$ cat config.mk
export PLATFORM = sky130hd
export DESIGN_NAME = bram_stream_reader
export DESIGN_NICKNAME = d
export VERILOG_FILES = /design/src/rtl/bram_stream_reader.sv
export SDC_FILE = /design/constraint.sdc
export NUM_CORES = 1
export LEC_CHECK = 0
export BUFFER_PORTS_ARGS = -buffer_cell sky130_fd_sc_hd__buf_2
export CAP_MARGIN = 40
export CORE_ASPECT_RATIO = 1.4
export CORE_UTILIZATION = 57
export DETAILED_ROUTE_END_ITERATION = 10
export PLACE_DENSITY = 0.85
export SETUP_SLACK_MARGIN = 0.3
export SYNTH_ARGS = -nofsm -noshare
export SYNTH_HDL_FRONTEND = slang
export SYNTH_SLANG_ARGS = --single-unit
$ cat constraint.sdc
create_clock -name clock -period 6.39 [get_ports clock]
set_clock_uncertainty 0.2 [all_clocks]
set_input_delay 0.3195 -clock clock [delete_from_list [all_inputs] [get_ports clock]]
set_output_delay 0.3195 -clock clock [all_outputs]
set_load 0.02 [all_outputs]
$ cat src/rtl/bram_stream_reader.sv
// Burst reader: streams `length` consecutive words from a BRAM read port onto a
// valid/ready interface through a 2-entry skid buffer.
module bram_stream_reader #(
    parameter int BRAM_ADDR_WIDTH = 10,
    parameter int BRAM_DATA_WIDTH = 8
) (
    input  logic                       clock,
    input  logic                       reset_n,
    input  logic                       start,
    input  logic [BRAM_ADDR_WIDTH-1:0] base_addr,
    input  logic [BRAM_ADDR_WIDTH:0]   length,
    output logic                       busy,
    output logic                       done,
    output logic [BRAM_ADDR_WIDTH-1:0] rd_addr,
    input  logic [BRAM_DATA_WIDTH-1:0] rd_data,
    output logic [BRAM_DATA_WIDTH-1:0] out_data,
    output logic                       out_valid,
    input  logic                       out_ready
);

    localparam logic [1:0] IDLE  = 2'd0;
    localparam logic [1:0] RUN   = 2'd1;
    localparam logic [1:0] DRAIN = 2'd2;

    logic [1:0]                 state;
    logic [BRAM_ADDR_WIDTH:0]   remaining;
    logic                       inflight;
    logic [1:0]                 occ;
    logic [BRAM_DATA_WIDTH-1:0] head;
    logic [BRAM_DATA_WIDTH-1:0] tail;
    logic                       done_q;

    logic       pop;
    logic       capture;
    logic [2:0] pending;
    logic       issue;
    logic       last_issue;
    logic       last_pop;

    assign out_valid = (occ != 2'd0);
    assign out_data  = head;
    assign busy      = (state != IDLE);
    assign done      = done_q;

    assign pop     = out_valid & out_ready;
    assign capture = inflight;
    // Words that will occupy the buffer next cycle if nothing new is issued;
    // a read is only launched when its data is guaranteed a free slot.
    assign pending    = {1'b0, occ} + {2'b00, inflight} - {2'b00, pop};
    assign issue      = (state == RUN) && (remaining != '0) && (pending <= 3'd1);
    assign last_issue = issue && (remaining == (BRAM_ADDR_WIDTH+1)'(1));
    assign last_pop   = (state == DRAIN) && pop && (occ == 2'd1) && !inflight;

    always_ff @(posedge clock) begin
        if (!reset_n) begin
            state     <= IDLE;
            remaining <= '0;
            inflight  <= 1'b0;
            occ       <= 2'd0;
            head      <= '0;
            tail      <= '0;
            done_q    <= 1'b0;
            rd_addr   <= '0;
        end else begin
            done_q <= 1'b0;
            case (state)
                IDLE: begin
                    if (start) begin
                        if (length == '0) begin
                            done_q <= 1'b1;
                        end else begin
                            state     <= RUN;
                            rd_addr   <= base_addr;
                            remaining <= length;
                        end
                    end
                end
                RUN: begin
                    if (last_issue) state <= DRAIN;
                end
                DRAIN: begin
                    if (last_pop) begin
                        state  <= IDLE;
                        done_q <= 1'b1;
                    end
                end
                default: state <= IDLE;
            endcase

            if (issue) begin
                rd_addr   <= rd_addr + BRAM_ADDR_WIDTH'(1);
                remaining <= remaining - (BRAM_ADDR_WIDTH+1)'(1);
            end
            inflight <= issue;

            // head is the stream output; tail only holds a word while head is stalled
            if (capture && !pop) begin
                if (occ == 2'd0) head <= rd_data;
                else             tail <= rd_data;
                occ <= occ + 2'd1;
            end else if (!capture && pop) begin
                head <= tail;
                occ  <= occ - 2'd1;
            end else if (capture && pop) begin
                if (occ == 2'd1) begin
                    head <= rd_data;
                end else begin
                    head <= tail;
                    tail <= rd_data;
                end
            end
        end
    end

endmodule

==> metrics.log, run 1 <==
INFO  metric die_area = 4280 sq um
INFO  metric ys.flop_type = sky130_fd_sc_hd__dfxtp_1
INFO  metric irDropWorstVdd = 331 uV
INFO  metric postSynthRegisterBits = 43
INFO  metric gp_congestion = 0.891
INFO  metric ioPinCount = 54
INFO  metric grt_overflow = 0
INFO  metric nNetsFinal = 351
INFO  metric hold_path.class = input pin to flop
INFO  metric timing.reg2reg.worst_path_depth = 13
INFO  metric required = 6.40 ns
INFO  metric drt.antenna.violating_nets = 0
INFO  metric die_width = 55.6 um
INFO  metric grt_first_pass_wirelength = 9160 um
INFO  metric timing_max_transition_violations_final = 0
INFO  metric asyncSetResetFlopFracSynth = 0%
INFO  metric n_antenna_cell = 0
INFO  metric dp_hpwl = 3970 um
INFO  metric synth_enable_flop_cells = 0
INFO  metric numCtsBuffers = 5
INFO  metric rsz0062_at_grt = no
INFO  metric netlist_area = 2290 sq um
INFO  metric clock_sink_count = 43
INFO  metric reg2reg_slack = 2.66 ns
INFO  metric post_syn_area_per_cell = 8.87 sq um
INFO  metric avgRoutedWirePerCell = 15.8 um
INFO  metric post-cts-setup-buffer-count = 0
INFO  metric route.final.wire_length = 5590 um
INFO  metric cts.reportedPaths.clkPinSlew = 0.08 ns
INFO  metric track_usage = 27.0%
INFO  metric synthesis.nets = 299
INFO  metric post_synth_inst_count = 258
INFO  metric drt-initial-drc-count = 113
INFO  metric worstHoldPathCells = 3
INFO  metric remaining_drc_errors = 0
INFO  metric number_of_resized_instances_in_the_post_cts_repair_step = 0
INFO  metric maxClockFrequency = 268 MHz
INFO  metric period_share = 58.3%
INFO  metric synthesis.yosys.warnings = 0
INFO  metric grt_start_max_net_pins = 24
INFO  metric max-cap-violations = 0
INFO  metric number_of_antenna_violations_at_the_first_check_in_global_routing = 0
INFO  metric first_pass_iters = 4
INFO  metric numPortBuffers = 53
INFO  metric initial_core_util = 61.2%
INFO  metric vias_per_cell = 6.10
INFO  metric post-synth-top-area-cell = sky130_fd_sc_hd__dfxtp_1
INFO  metric area_growth_syn_to_layout = 17.8%
INFO  metric tightest_slew = 0.819 ns
INFO  metric hold_buffers = 0
INFO  metric max-slew-margin-rel = 45.1%
INFO  metric multi_input_area = 1300 sq um
INFO  metric setup.worst_path.class = flop to flop
INFO  metric timing.final.hold_violations = 0
INFO  metric critical_path.startpoint_type = flop
INFO  metric seq_area_frac_synth = 37.6%
INFO  metric root_buffer = sky130_fd_sc_hd__clkbuf_8
INFO  metric placeableCoreArea = 3740 sq um
INFO  metric timing.final.crit_period = 3.73 ns
INFO  metric vias = 2,152
INFO  metric most_numerous_cell_in_the_yosys_netlist = sky130_fd_sc_hd__dfxtp_1
INFO  metric leakage = 0.00115 uW
INFO  metric htree_levels = 2
INFO  metric synth_top_cells_by_area = sky130_fd_sc_hd__dfxtp_1, sky130_fd_sc_hd__mux2i_1, sky130_fd_sc_hd__nor2_1
INFO  metric sum_of_negative_setup_slack = 0 ns
INFO  metric cts_tree = built
INFO  metric arrival = 3.74 ns
INFO  metric setup_viol = 0
INFO  metric synth_cell_type_count = 59
INFO  metric ctsLongestPathBuffers = 2
INFO  metric post_route_cells_drive_above_1_share = 26.0%
INFO  metric utilization = 72.1%
INFO  metric run_status = finished, final reports clean
INFO  metric endpoint_kind = flop
INFO  metric die_h = 77.0 um
INFO  metric crit_path_max_fanout = 5
INFO  metric first_global_vias = 2,151
INFO  metric regArea = 861 sq um
INFO  metric placementRows = 26
INFO  metric worstSkewPairLatency = 0.30 ns
INFO  metric fill_cells = 283
INFO  metric commonest_cells_post_synth = sky130_fd_sc_hd__dfxtp_1, sky130_fd_sc_hd__nor2_1, sky130_fd_sc_hd__nand2_1
INFO  metric synth_top_area_share = 37.6%
INFO  metric power_per_cell_area = 400 nW/um^2
[state kept, by name, summed over array words and instances, names as in the netlist]
signal,flops
capture,1
done,1
state,2
out_data,8
remaining,11
occ,2
rd_addr,10
tail,8
[report_power, final]
part           internal [uW]  leakage [uW]  switching, uW
Clock                    156     0.0000644           94.6
Combinational            183      0.000730            275
Sequential               324      0.000353           48.0
[path summary, 6_finish.rpt]
path | startpoint | end
max | occ[1]$_SDFFE_PN0N_ | rd_addr[8]$_SDFFE_PN0P_
min | base_addr[0] | rd_addr[0]$_SDFFE_PN0P_
max reg2reg | occ[1]$_SDFFE_PN0N_ | rd_addr[8]$_SDFFE_PN0P_
min reg2reg | out_data[2]$_SDFFE_PN0P_ | out_data[2]$_SDFFE_PN0P_
[routing by layer]
| layer | wire length [um] | track usage (%) | part of all wire, % | vias to the layer above |
|---|---|---|---|---|
| li1 | - | - | - | 1049 |
| met3 | 324 | 6.58 | 5.8 | 14 |
| met4 | 120 | 14.5 | 2.1 | 0 |
| met1 | 2170 | 27.3 | 39 | 1006 |
| met2 | 2980 | 49.9 | 53 | 83 |
| met5 | 0 | 0 | 0 | - |
[worst max-delay path, stage by stage, from the launching register on]
cell                       delay (ns)
sky130_fd_sc_hd__dfxtp_1         0.42
sky130_fd_sc_hd__inv_1           0.10
sky130_fd_sc_hd__ha_1            0.24
sky130_fd_sc_hd__nand2b_1        0.19
sky130_fd_sc_hd__ha_1            0.33
sky130_fd_sc_hd__inv_1           0.09
sky130_fd_sc_hd__ha_1            0.14
sky130_fd_sc_hd__inv_1           0.05
sky130_fd_sc_hd__fa_1            0.37
sky130_fd_sc_hd__xnor2_1         0.18
sky130_fd_sc_hd__nand3_1         0.19
sky130_fd_sc_hd__nor4_1          0.71
sky130_fd_sc_hd__a211oi_1        0.18
sky130_fd_sc_hd__a311oi_1        0.27
[through the flow]
stage,hold slack (ns),power (uW),setup WS [ns],cells,instance area [sq um]
after global routing,0.0754,1150,2.39,353,2700
after floorplan,0.253,724,3.03,258,2290
after detailed placement,0.288,828,2.70,345,2560
final,0.0564,1080,2.66,353,2700
after global placement,0.272,810,2.88,344,2530
after CTS,0.0507,1080,2.67,353,2700
[layout make-up]
class,count,area share [%]
multi-input combinational,191,48.1
sequential,43,31.9
timing repair buffer,54,10.9
clock buffer,5,2.55
clock inverter,3,2.50
inverter,15,2.09
tap,42,1.95
[cell families (layout without fill, tap and decap cells)]
group | count (synthesis) | in the layout | synth area share, %
simple gates | 98 | 98 | 23.2
fa+ha+maj | 8 | 8 | 4.70
compound gates | 64 | 64 | 19.7
xor+xnor | 3 | 3 | 1.15
mux | 18 | 18 | 7.92
buf+inv | 24 | 77 | 5.68
flops | 43 | 43 | 37.6
[cell usage in the layout, fill, tap and decap left out, types with 2 or more instances in the layout]
cell type                   instances
sky130_fd_sc_hd__a311oi_1           2
sky130_fd_sc_hd__nor2_1            26
sky130_fd_sc_hd__xnor2_1            2
sky130_fd_sc_hd__nor2b_1            3
sky130_fd_sc_hd__or3_2              3
sky130_fd_sc_hd__mux2i_1           17
sky130_fd_sc_hd__ha_1               7
sky130_fd_sc_hd__nor3_1             2
sky130_fd_sc_hd__o311ai_0           2
sky130_fd_sc_hd__a21oi_1            8
sky130_fd_sc_hd__clkbuf_8           5
sky130_fd_sc_hd__and2_1             2
sky130_fd_sc_hd__dfxtp_1           43
sky130_fd_sc_hd__or4_1              3
sky130_fd_sc_hd__o21a_1             2
sky130_fd_sc_hd__o21ai_0           10
sky130_fd_sc_hd__nor4_1             5
sky130_fd_sc_hd__a31oi_1           11
sky130_fd_sc_hd__or2_2              4
sky130_fd_sc_hd__a211oi_1          11
sky130_fd_sc_hd__and3_1             4
sky130_fd_sc_hd__inv_1             14
sky130_fd_sc_hd__buf_2             53
sky130_fd_sc_hd__or4_4              2
sky130_fd_sc_hd__nand2_1           21
sky130_fd_sc_hd__bufinv_16          2
sky130_fd_sc_hd__nand3_1           10
sky130_fd_sc_hd__o211ai_1           4
sky130_fd_sc_hd__or3_1              2
sky130_fd_sc_hd__o221ai_1           2
(Power assumes the default switching activity.)
==> run 2: changes to the inputs <==
--- a/config.mk
+++ b/config.mk
@@ -5,12 +5,13 @@
 export SDC_FILE = /design/constraint.sdc
 export NUM_CORES = 1
 export LEC_CHECK = 0
+export ABC_AREA = 1
 export BUFFER_PORTS_ARGS = -buffer_cell sky130_fd_sc_hd__buf_2
 export CAP_MARGIN = 40
 export CORE_ASPECT_RATIO = 1.4
-export CORE_UTILIZATION = 57
+export CORE_UTILIZATION = 55
 export DETAILED_ROUTE_END_ITERATION = 10
-export PLACE_DENSITY = 0.85
+export PLACE_DENSITY = 0.81
 export SETUP_SLACK_MARGIN = 0.3
 export SYNTH_ARGS = -nofsm -noshare
 export SYNTH_HDL_FRONTEND = slang
==> constraint.sdc (replaced) <==
create_clock -name clock -period 3.8 [get_ports clock]
set_clock_uncertainty 0.2 [all_clocks]
set_input_delay 0.19 -clock clock [delete_from_list [all_inputs] [get_ports clock]]
set_output_delay 0.19 -clock clock [all_outputs]
set_load 0.02 [all_outputs]
==> run 2 against run 1 <==
Against the previous run: total power grew 110%; synthesized cell count increased by 53%; via count grew 24%; sequential cell count is the same; combinational power grew to 2.5 times the previous value; final area grew 16%; final cell count increased by 47%; largest power group unchanged.
==> metrics.log, run 2 <==
INFO  metric run_status = finished, final reports clean
INFO  metric ys.flop_type = sky130_fd_sc_hd__dfxtp_1
INFO  metric r2r_end = remaining[8]$_SDFFE_PN0P_
INFO  metric most_numerous_cell_in_the_yosys_netlist = sky130_fd_sc_hd__nand2_1
INFO  metric synthesis.yosys.warnings = 0
INFO  metric required = 3.75 ns
INFO  metric numCtsBuffers = 5
INFO  metric route.final.wire_length = 6410 um
INFO  metric first_pass_iters = 5
INFO  metric setup_viol = 0
INFO  metric share_clk_of_total_power = 16.4%
INFO  metric gp_congestion = 0.881
INFO  metric max-slew-margin-rel = 44.3%
INFO  metric power.switching_fraction = 46.6%
INFO  metric tightest_slew = 0.835 ns
INFO  metric synth_top_area_share = 32.4%
INFO  metric ctsLongestPathBuffers = 2
INFO  metric critPathMaxStageDelay = 0.47 ns
INFO  metric timing.reg2reg.worst_path_depth = 18
INFO  metric utilization = 68.2%
INFO  metric cp_num_cells = 18
INFO  metric leakage = 0.00157 uW
INFO  metric netlist_area = 2660 sq um
INFO  metric number_of_antenna_violations_at_the_first_check_in_global_routing = 0
INFO  metric die_width = 60.8 um
INFO  metric largest_register_ffs = 11
INFO  metric maxClockFrequency = 313 MHz
INFO  metric power_per_cell_area = 711 nW/um^2
INFO  metric synth_cell_type_count = 34
INFO  metric asyncSetResetFlopFracSynth = 0%
INFO  metric sum_of_negative_setup_slack = 0 ns
INFO  metric hold_path.class = input pin to flop
INFO  metric die_area = 5120 sq um
INFO  metric period_share = 84.0%
INFO  metric grt_use_met3 = 5.39%
INFO  metric nNetsFinal = 496
INFO  metric cell_family_with_the_largest_share_of_critical_path_delay = adder cells
INFO  metric post_route_cells_drive_above_1_share = 20.6%
INFO  metric cellInternalPower = 1190 uW
INFO  metric max-cap-violations = 0
INFO  metric n_antenna_cell = 0
INFO  metric power.share.combinational = 52.2%
INFO  metric cp_slowest_cell = sky130_fd_sc_hd__fa_1
INFO  metric ioPinCount = 54
INFO  metric reg.largest.list = remaining (11), rd_addr (10)
INFO  metric area_growth_syn_to_layout = 17.3%
INFO  metric drt.antenna.violating_nets = 0
INFO  metric first_global_vias = 2,542
INFO  metric timing.final.crit_period = 3.19 ns
INFO  metric grt_first_pass_wirelength = 10,600 um
INFO  metric timing.final.hold_violations = 0
INFO  metric timing.critical_path.buf_inv = 7
INFO  metric gr-usage-met2 = 48.9%
INFO  metric crit_path_max_fanout = 20
INFO  metric htree_levels = 2
INFO  metric endpoint_kind = flop
INFO  metric placeableCoreArea = 4570 sq um
INFO  metric drt-initial-drc-count = 117
INFO  metric die_h = 84.3 um
INFO  metric startpoint = occ[1]$_SDFFE_PN0N_
INFO  metric root_buffer = sky130_fd_sc_hd__clkbuf_8
INFO  metric numPortBuffers = 53
INFO  metric fill_cells = 418
INFO  metric grt_overflow = 0
INFO  metric rr_startpoint = occ[1]$_SDFFE_PN0N_
INFO  metric vias = 2,674
INFO  metric grt_start_max_net_pins = 25
INFO  metric global_route.usage.met1 = 29.4%
INFO  metric layout.cells.most_common_list = sky130_fd_sc_hd__nand2_1, sky130_fd_sc_hd__nor2_1, sky130_fd_sc_hd__buf_2
INFO  metric setup.worst_path.class = flop to flop
INFO  metric synthesis.nets = 437
INFO  metric cts_tree = built
INFO  metric commonest_cells_post_synth = sky130_fd_sc_hd__nand2_1, sky130_fd_sc_hd__nor2_1, sky130_fd_sc_hd__inv_1
INFO  metric post_synth_inst_count = 396
INFO  metric timing_max_transition_violations_final = 0
INFO  metric timing.critical_path.cells = inv_1, ha_1, inv_2, nand2_1, ha_1, inv_1, ha_1, inv_1, fa_1, inv_1, nor2_1, nand2_1, inv_1, nand2_4, nand2_4, inv_6, nand2_1, a21oi_1
INFO  metric post_syn_area_per_cell = 6.71 sq um
INFO  metric initial_core_util = 58.2%
INFO  metric regMostFlops = remaining
INFO  metric number_of_resized_instances_in_the_post_cts_repair_step = 0
INFO  metric placementRows = 29
INFO  metric vias_per_cell = 5.16
INFO  metric critical_path.startpoint_type = flop
INFO  metric rsz0062_at_grt = no
INFO  metric seq_area_frac_synth = 32.4%
INFO  metric dp_hpwl = 4450 um
INFO  metric synth_top_cells_by_area = sky130_fd_sc_hd__dfxtp_1, sky130_fd_sc_hd__nand2_1, sky130_fd_sc_hd__nor2_1
INFO  metric worstSkewPairLatency = 0.30 ns
INFO  metric layout.cells.most_common = sky130_fd_sc_hd__nand2_1
INFO  metric irDropWorstVdd = 419 uV
INFO  metric cts.reportedPaths.clkPinSlew = 0.09 ns
INFO  metric worst_setup_path_endpoint = remaining[8]$_SDFFE_PN0P_
INFO  metric grt_most_used_layer = met2
INFO  metric track_usage = 27.0%
INFO  metric synth_enable_flop_cells = 0
INFO  metric clock_sink_count = 43
INFO  metric postSynthRegisterBits = 43
INFO  metric power.sequential.fraction = 31.4%
INFO  metric remaining_drc_errors = 0
INFO  metric reg2reg_slack = 0.61 ns
INFO  metric arrival = 3.14 ns
INFO  metric post-synth-top-area-cell = sky130_fd_sc_hd__dfxtp_1
INFO  metric p_switching = 1030 uW
INFO  metric timing.critical_path.mode_cell = sky130_fd_sc_hd__inv_1
INFO  metric avgRoutedWirePerCell = 12.4 um
[run 2: cell types whose count changed after synthesis, moves of 5 or more]
cell and delta:
sky130_fd_sc_hd__mux2i_1 -17, sky130_fd_sc_hd__a21oi_1 +5, sky130_fd_sc_hd__inv_1 +32, sky130_fd_sc_hd__nand2_2 +5
sky130_fd_sc_hd__a21oi_2 +8, sky130_fd_sc_hd__nand2_1 +75, sky130_fd_sc_hd__nor2_1 +35, sky130_fd_sc_hd__xor2_1 +6
sky130_fd_sc_hd__a31oi_1 -9, sky130_fd_sc_hd__a211oi_1 -11, sky130_fd_sc_hd__o21ai_0 +18, sky130_fd_sc_hd__nor4_1 -5
sky130_fd_sc_hd__nand3_1 +23
[run 2: layout make-up]
| cell class | count | area (sq um) | area share (%) |
|---|---|---|---|
| Multi-Input combinational cell | 291 | 1500 | 47.9 |
| Timing Repair Buffer | 65 | 384 | 12.3 |
| Clock inverter | 3 | 43.8 | 1.40 |
| Clock buffer | 5 | 68.8 | 2.21 |
| Sequential cell | 43 | 861 | 27.6 |
| Tap cell | 62 | 77.6 | 2.49 |
| Inverter | 49 | 189 | 6.06 |
[run 2: worst reg2reg max path, cell delays in order (launching register included)]
cell and delay (ns):
sky130_fd_sc_hd__dfxtp_1 0.39, sky130_fd_sc_hd__inv_1 0.10, sky130_fd_sc_hd__ha_1 0.23, sky130_fd_sc_hd__inv_2 0.06, sky130_fd_sc_hd__nand2_1 0.09, sky130_fd_sc_hd__ha_1 0.34, sky130_fd_sc_hd__inv_1 0.08, sky130_fd_sc_hd__ha_1 0.13
sky130_fd_sc_hd__inv_1 0.05, sky130_fd_sc_hd__fa_1 0.47, sky130_fd_sc_hd__inv_1 0.04, sky130_fd_sc_hd__nor2_1 0.09, sky130_fd_sc_hd__nand2_1 0.08, sky130_fd_sc_hd__inv_1 0.16, sky130_fd_sc_hd__nand2_4 0.19, sky130_fd_sc_hd__nand2_4 0.14
sky130_fd_sc_hd__inv_6 0.08, sky130_fd_sc_hd__nand2_1 0.07, sky130_fd_sc_hd__a21oi_1 0.06
[run 2: routing by layer]
metal | wire (um) | part of all wire (%)
met1 | 2650 | 41
met2 | 3300 | 51
met3 | 286 | 4.5
met4 | 175 | 2.7
met5 | 0 | 0
[run 2: worst min-delay path by stage]
stage               startpoint                        end  slack (ns)  cells after the start
detailed placement  rd_data[6]       tail[6]$_SDFFE_PN0P_        0.26                      3
global route         length[0]  remaining[0]$_SDFFE_PN0P_        0.01                      3
global placement    rd_data[6]       tail[6]$_SDFFE_PN0P_        0.26                      3
finish               length[0]  remaining[0]$_SDFFE_PN0P_      0.0006                      3
floorplan           rd_data[0]       tail[0]$_SDFFE_PN0P_        0.16                      2
CTS                  length[0]  remaining[0]$_SDFFE_PN0P_       0.006                      3
[run 2: metrics by stage]
| step | power, uW | hold slack [ns] | setup WS, ns | cell area (sq um) | std cells |
|---|---|---|---|---|---|
| after floorplan | 1630 | 0.157 | 0.787 | 2660 | 396 |
| after global placement | 1810 | 0.256 | 0.741 | 2900 | 499 |
| after detailed placement | 1840 | 0.263 | 0.649 | 2910 | 500 |
| after CTS | 2220 | 0.00634 | 0.598 | 3120 | 518 |
| after global routing | 2400 | 0.0135 | 0.388 | 3120 | 518 |
| final | 2220 | 0.000618 | 0.609 | 3120 | 518 |
[run 2: power groups by stage]
stage	registers [uW]	clock network, uW	logic, uW
2_1_floorplan	765	0	866
3_3_place_gp	699	0	1110
3_5_place_dp	702	0	1140
4_1_cts	694	370	1160
5_1_grt	713	387	1300
6_report	696	365	1160
[run 2: cells by family (layout without fill, tap and decap cells)]
logic type                 Yosys count  after routing  synth area share [%]
AOI/OAI and AO/OA                   60             60                  13.1
xor gates and xnor gates            10             10                  3.29
adders and majority gates            8              8                  4.05
buffers and inverters               62            122                  11.4
DFF                                 43             43                  32.4
and+or+nand+nor                    213            213                  35.8
[run 2: what timing repair did]
action / 4_1_cts / 5_1_grt
hold buffers: 10 / 0
endpoints found under the hold margin: 10 / 0
buffers inserted: 0 / 0
==> run 3: changes to the inputs <==
==> constraint.sdc (replaced) <==
create_clock -name clock -period 3 [get_ports clock]
set_clock_uncertainty 0.2 [all_clocks]
set_input_delay 0.15 -clock clock [delete_from_list [all_inputs] [get_ports clock]]
set_output_delay 0.15 -clock clock [all_outputs]
set_load 0.02 [all_outputs]
==> run 3 against run 2 <==
Against the previous run: critical path type unchanged; critical path depth is the same; count of clock-buffer cells in the layout grew 1; core utilization grew 8.3 points; total power increased by 56%; first-iteration DRC count increased by 14%; largest power group unchanged; combinational power grew 74%; register-to-register slack got worse by 0.35 ns.
==> metrics.log, run 3 (same netlist as run 2, synthesis figures left out) <==
INFO  metric area_growth_syn_to_layout = 31.7%
INFO  metric final_critical_path_setup_slack = 0.259 ns
INFO  metric grt_start_max_net_pins = 25
INFO  metric fill_cells = 363
INFO  metric cts_tree = built
INFO  metric numCtsBuffers = 5
INFO  metric crit_path_max_fanout = 8
INFO  metric tightest_slew = 0.860 ns
INFO  metric arrival = 2.74 ns
INFO  metric layout.cells.most_common_list = sky130_fd_sc_hd__nand2_1, sky130_fd_sc_hd__nor2_1, sky130_fd_sc_hd__buf_2
INFO  metric regMostFlops = remaining
INFO  metric endpoint_kind = flop
INFO  metric first_pass_iters = 4
INFO  metric numPortBuffers = 53
INFO  metric final_cell_area = 3500 sq um
INFO  metric die_width = 60.8 um
INFO  metric cts.reportedPaths.clkPinSlew = 0.09 ns
INFO  metric layout.cells.most_common = sky130_fd_sc_hd__nand2_1
INFO  metric regArea = 866 sq um
INFO  metric post_route_cells_drive_above_1_share = 29.2%
INFO  metric nNetsFinal = 516
INFO  metric number_of_antenna_violations_at_the_first_check_in_global_routing = 0
INFO  metric root_buffer = sky130_fd_sc_hd__clkbuf_8
INFO  metric timing_max_transition_violations_final = 0
INFO  metric die_area = 5120 sq um
INFO  metric multi_input_area = 1660 sq um
INFO  metric grt_first_pass_wirelength = 12,100 um
INFO  metric period_share = 91.4%
INFO  metric critical_path.startpoint_type = flop
INFO  metric initial_core_util = 58.2%
INFO  metric p_switching = 1580 uW
INFO  metric drt.antenna.violating_nets = 0
INFO  metric track_usage = 30.7%
INFO  metric share_clk_of_total_power = 15.9%
INFO  metric worstSkewPairLatency = 0.30 ns
INFO  metric power_per_cell_area = 987 nW/um^2
INFO  metric utilization = 76.6%
INFO  metric rsz0062_at_grt = yes
INFO  metric preCtsSetupSlack = 0.0939 ns
INFO  metric power.sequential.fraction = 25.8%
INFO  metric timing.final.hold_violations = 0
INFO  metric route.final.wire_length = 7440 um
INFO  metric leakage = 0.00171 uW
INFO  metric sum_of_negative_setup_slack = 0 ns
INFO  metric avgRoutedWirePerCell = 13.8 um
INFO  metric reg.largest.list = remaining (11), rd_addr (10)
INFO  metric placeableCoreArea = 4570 sq um
INFO  metric n_antenna_cell = 0
INFO  metric largest_register_ffs = 11
INFO  metric setup_viol = 0
INFO  metric irDropWorstVdd = 573 uV
INFO  metric setup.worst_path.class = flop to flop
INFO  metric ioPinCount = 54
INFO  metric first_global_vias = 2,795
INFO  metric htree_levels = 2
INFO  metric die_h = 84.3 um
INFO  metric max-cap-violations = 0
INFO  metric clock_sink_count = 43
INFO  metric max-slew-margin-rel = 42.6%
INFO  metric required = 3.00 ns
INFO  metric dp_hpwl = 4490 um
INFO  metric vias = 2,870
INFO  metric hold-worst-slack = 0.000949 ns
INFO  metric maxClockFrequency = 365 MHz
INFO  metric vias_per_cell = 5.33
INFO  metric ctsLongestPathBuffers = 2
INFO  metric run_status = finished, final reports clean
INFO  metric remaining_drc_errors = 0
INFO  metric grt_overflow = 0
INFO  metric timing.final.crit_period = 2.74 ns
INFO  metric gp_congestion = 0.847
INFO  metric placementRows = 29
INFO  metric placed_area = 2980 sq um
INFO  metric hold_path.class = input pin to flop
INFO  metric power.switching_fraction = 45.7%
INFO  metric cellInternalPower = 1880 uW
INFO  metric power.share.combinational = 58.3%
INFO  metric drt-initial-drc-count = 133
==> run 3: cell type report <==
class	count	share of cell area (%)
Multi-Input combinational cell	293	47.4
Sequential cell	43	24.7
Tap cell	62	2.22
Inverter	49	5.83
Timing Repair Buffer	83	16.1
Clock buffer	6	2.07
Clock inverter	2	1.72
==> run 3: stage by stage <==
| step | cells | power (uW) |
|---|---|---|
| floorplan | 396 | 2160 |
| global placement | 500 | 2410 |
| detailed placement | 500 | 2450 |
| CTS | 533 | 3260 |
| global route | 538 | 3690 |
| finish | 538 | 3460 |
==> run 3: repair_timing <==
item                                    in CTS  in global routing
cloned                                       1                  2
setup buffers                               11                  3
hold buffers                                13                  0
endpoints found under the setup margin      20                 23
hold endpoints to repair                    14                  0
resized for setup                           19                 15
pin swaps                                   13                 10
==> run 3: power groups by stage <==
| stage | clock [uW] | combinational [uW] | sequential, uW |
|---|---|---|---|
| global route | 571 | 2210 | 912 |
| finish | 549 | 2020 | 891 |
| global placement | 0 | 1510 | 894 |
| detailed placement | 0 | 1550 | 897 |
| CTS | 549 | 1820 | 885 |
| floorplan | 0 | 1180 | 979 |
==> run 3: worst max-delay path, stage by stage (launching register included) <==
cell,delay [ns]
sky130_fd_sc_hd__dfxtp_4,0.36
sky130_fd_sc_hd__inv_4,0.06
sky130_fd_sc_hd__ha_4,0.14
sky130_fd_sc_hd__clkinv_4,0.06
sky130_fd_sc_hd__nand2_4,0.07
sky130_fd_sc_hd__ha_4,0.20
sky130_fd_sc_hd__inv_2,0.06
sky130_fd_sc_hd__ha_4,0.11
sky130_fd_sc_hd__inv_2,0.03
sky130_fd_sc_hd__fa_1,0.48
sky130_fd_sc_hd__inv_1,0.05
sky130_fd_sc_hd__nor2_2,0.09
sky130_fd_sc_hd__nand2_2,0.10
sky130_fd_sc_hd__a21oi_4,0.15
sky130_fd_sc_hd__buf_6,0.13
sky130_fd_sc_hd__buf_12,0.12
sky130_fd_sc_hd__nand2_2,0.05
sky130_fd_sc_hd__o211ai_1,0.12
sky130_fd_sc_hd__nor2_1,0.07
==> run 3: routing by layer <==
layer  up-vias  GRT usage (%)  part of all wire [%]
met2       122           57.2                    53
met5         -              0                     0
li1       1408              -                     -
met3        28           5.70                   5.3
met4         0           11.6                   3.3
met1      1312           32.4                    39
==> run 3: final timing paths <==
path | from | end | slack [ns] | cells after the start
setup / recovery | occ[0]$_SDFFE_PN0N_ | remaining[6]$_SDFFE_PN0P_ | 0.26 | 18
hold reg to reg | remaining[1]$_SDFFE_PN0P_ | remaining[1]$_SDFFE_PN0P_ | 0.29 | 2
hold / removal | base_addr[9] | rd_addr[9]$_SDFFE_PN0P_ | 0.0009 | 5
setup reg to reg | occ[0]$_SDFFE_PN0N_ | remaining[6]$_SDFFE_PN0P_ | 0.26 | 18
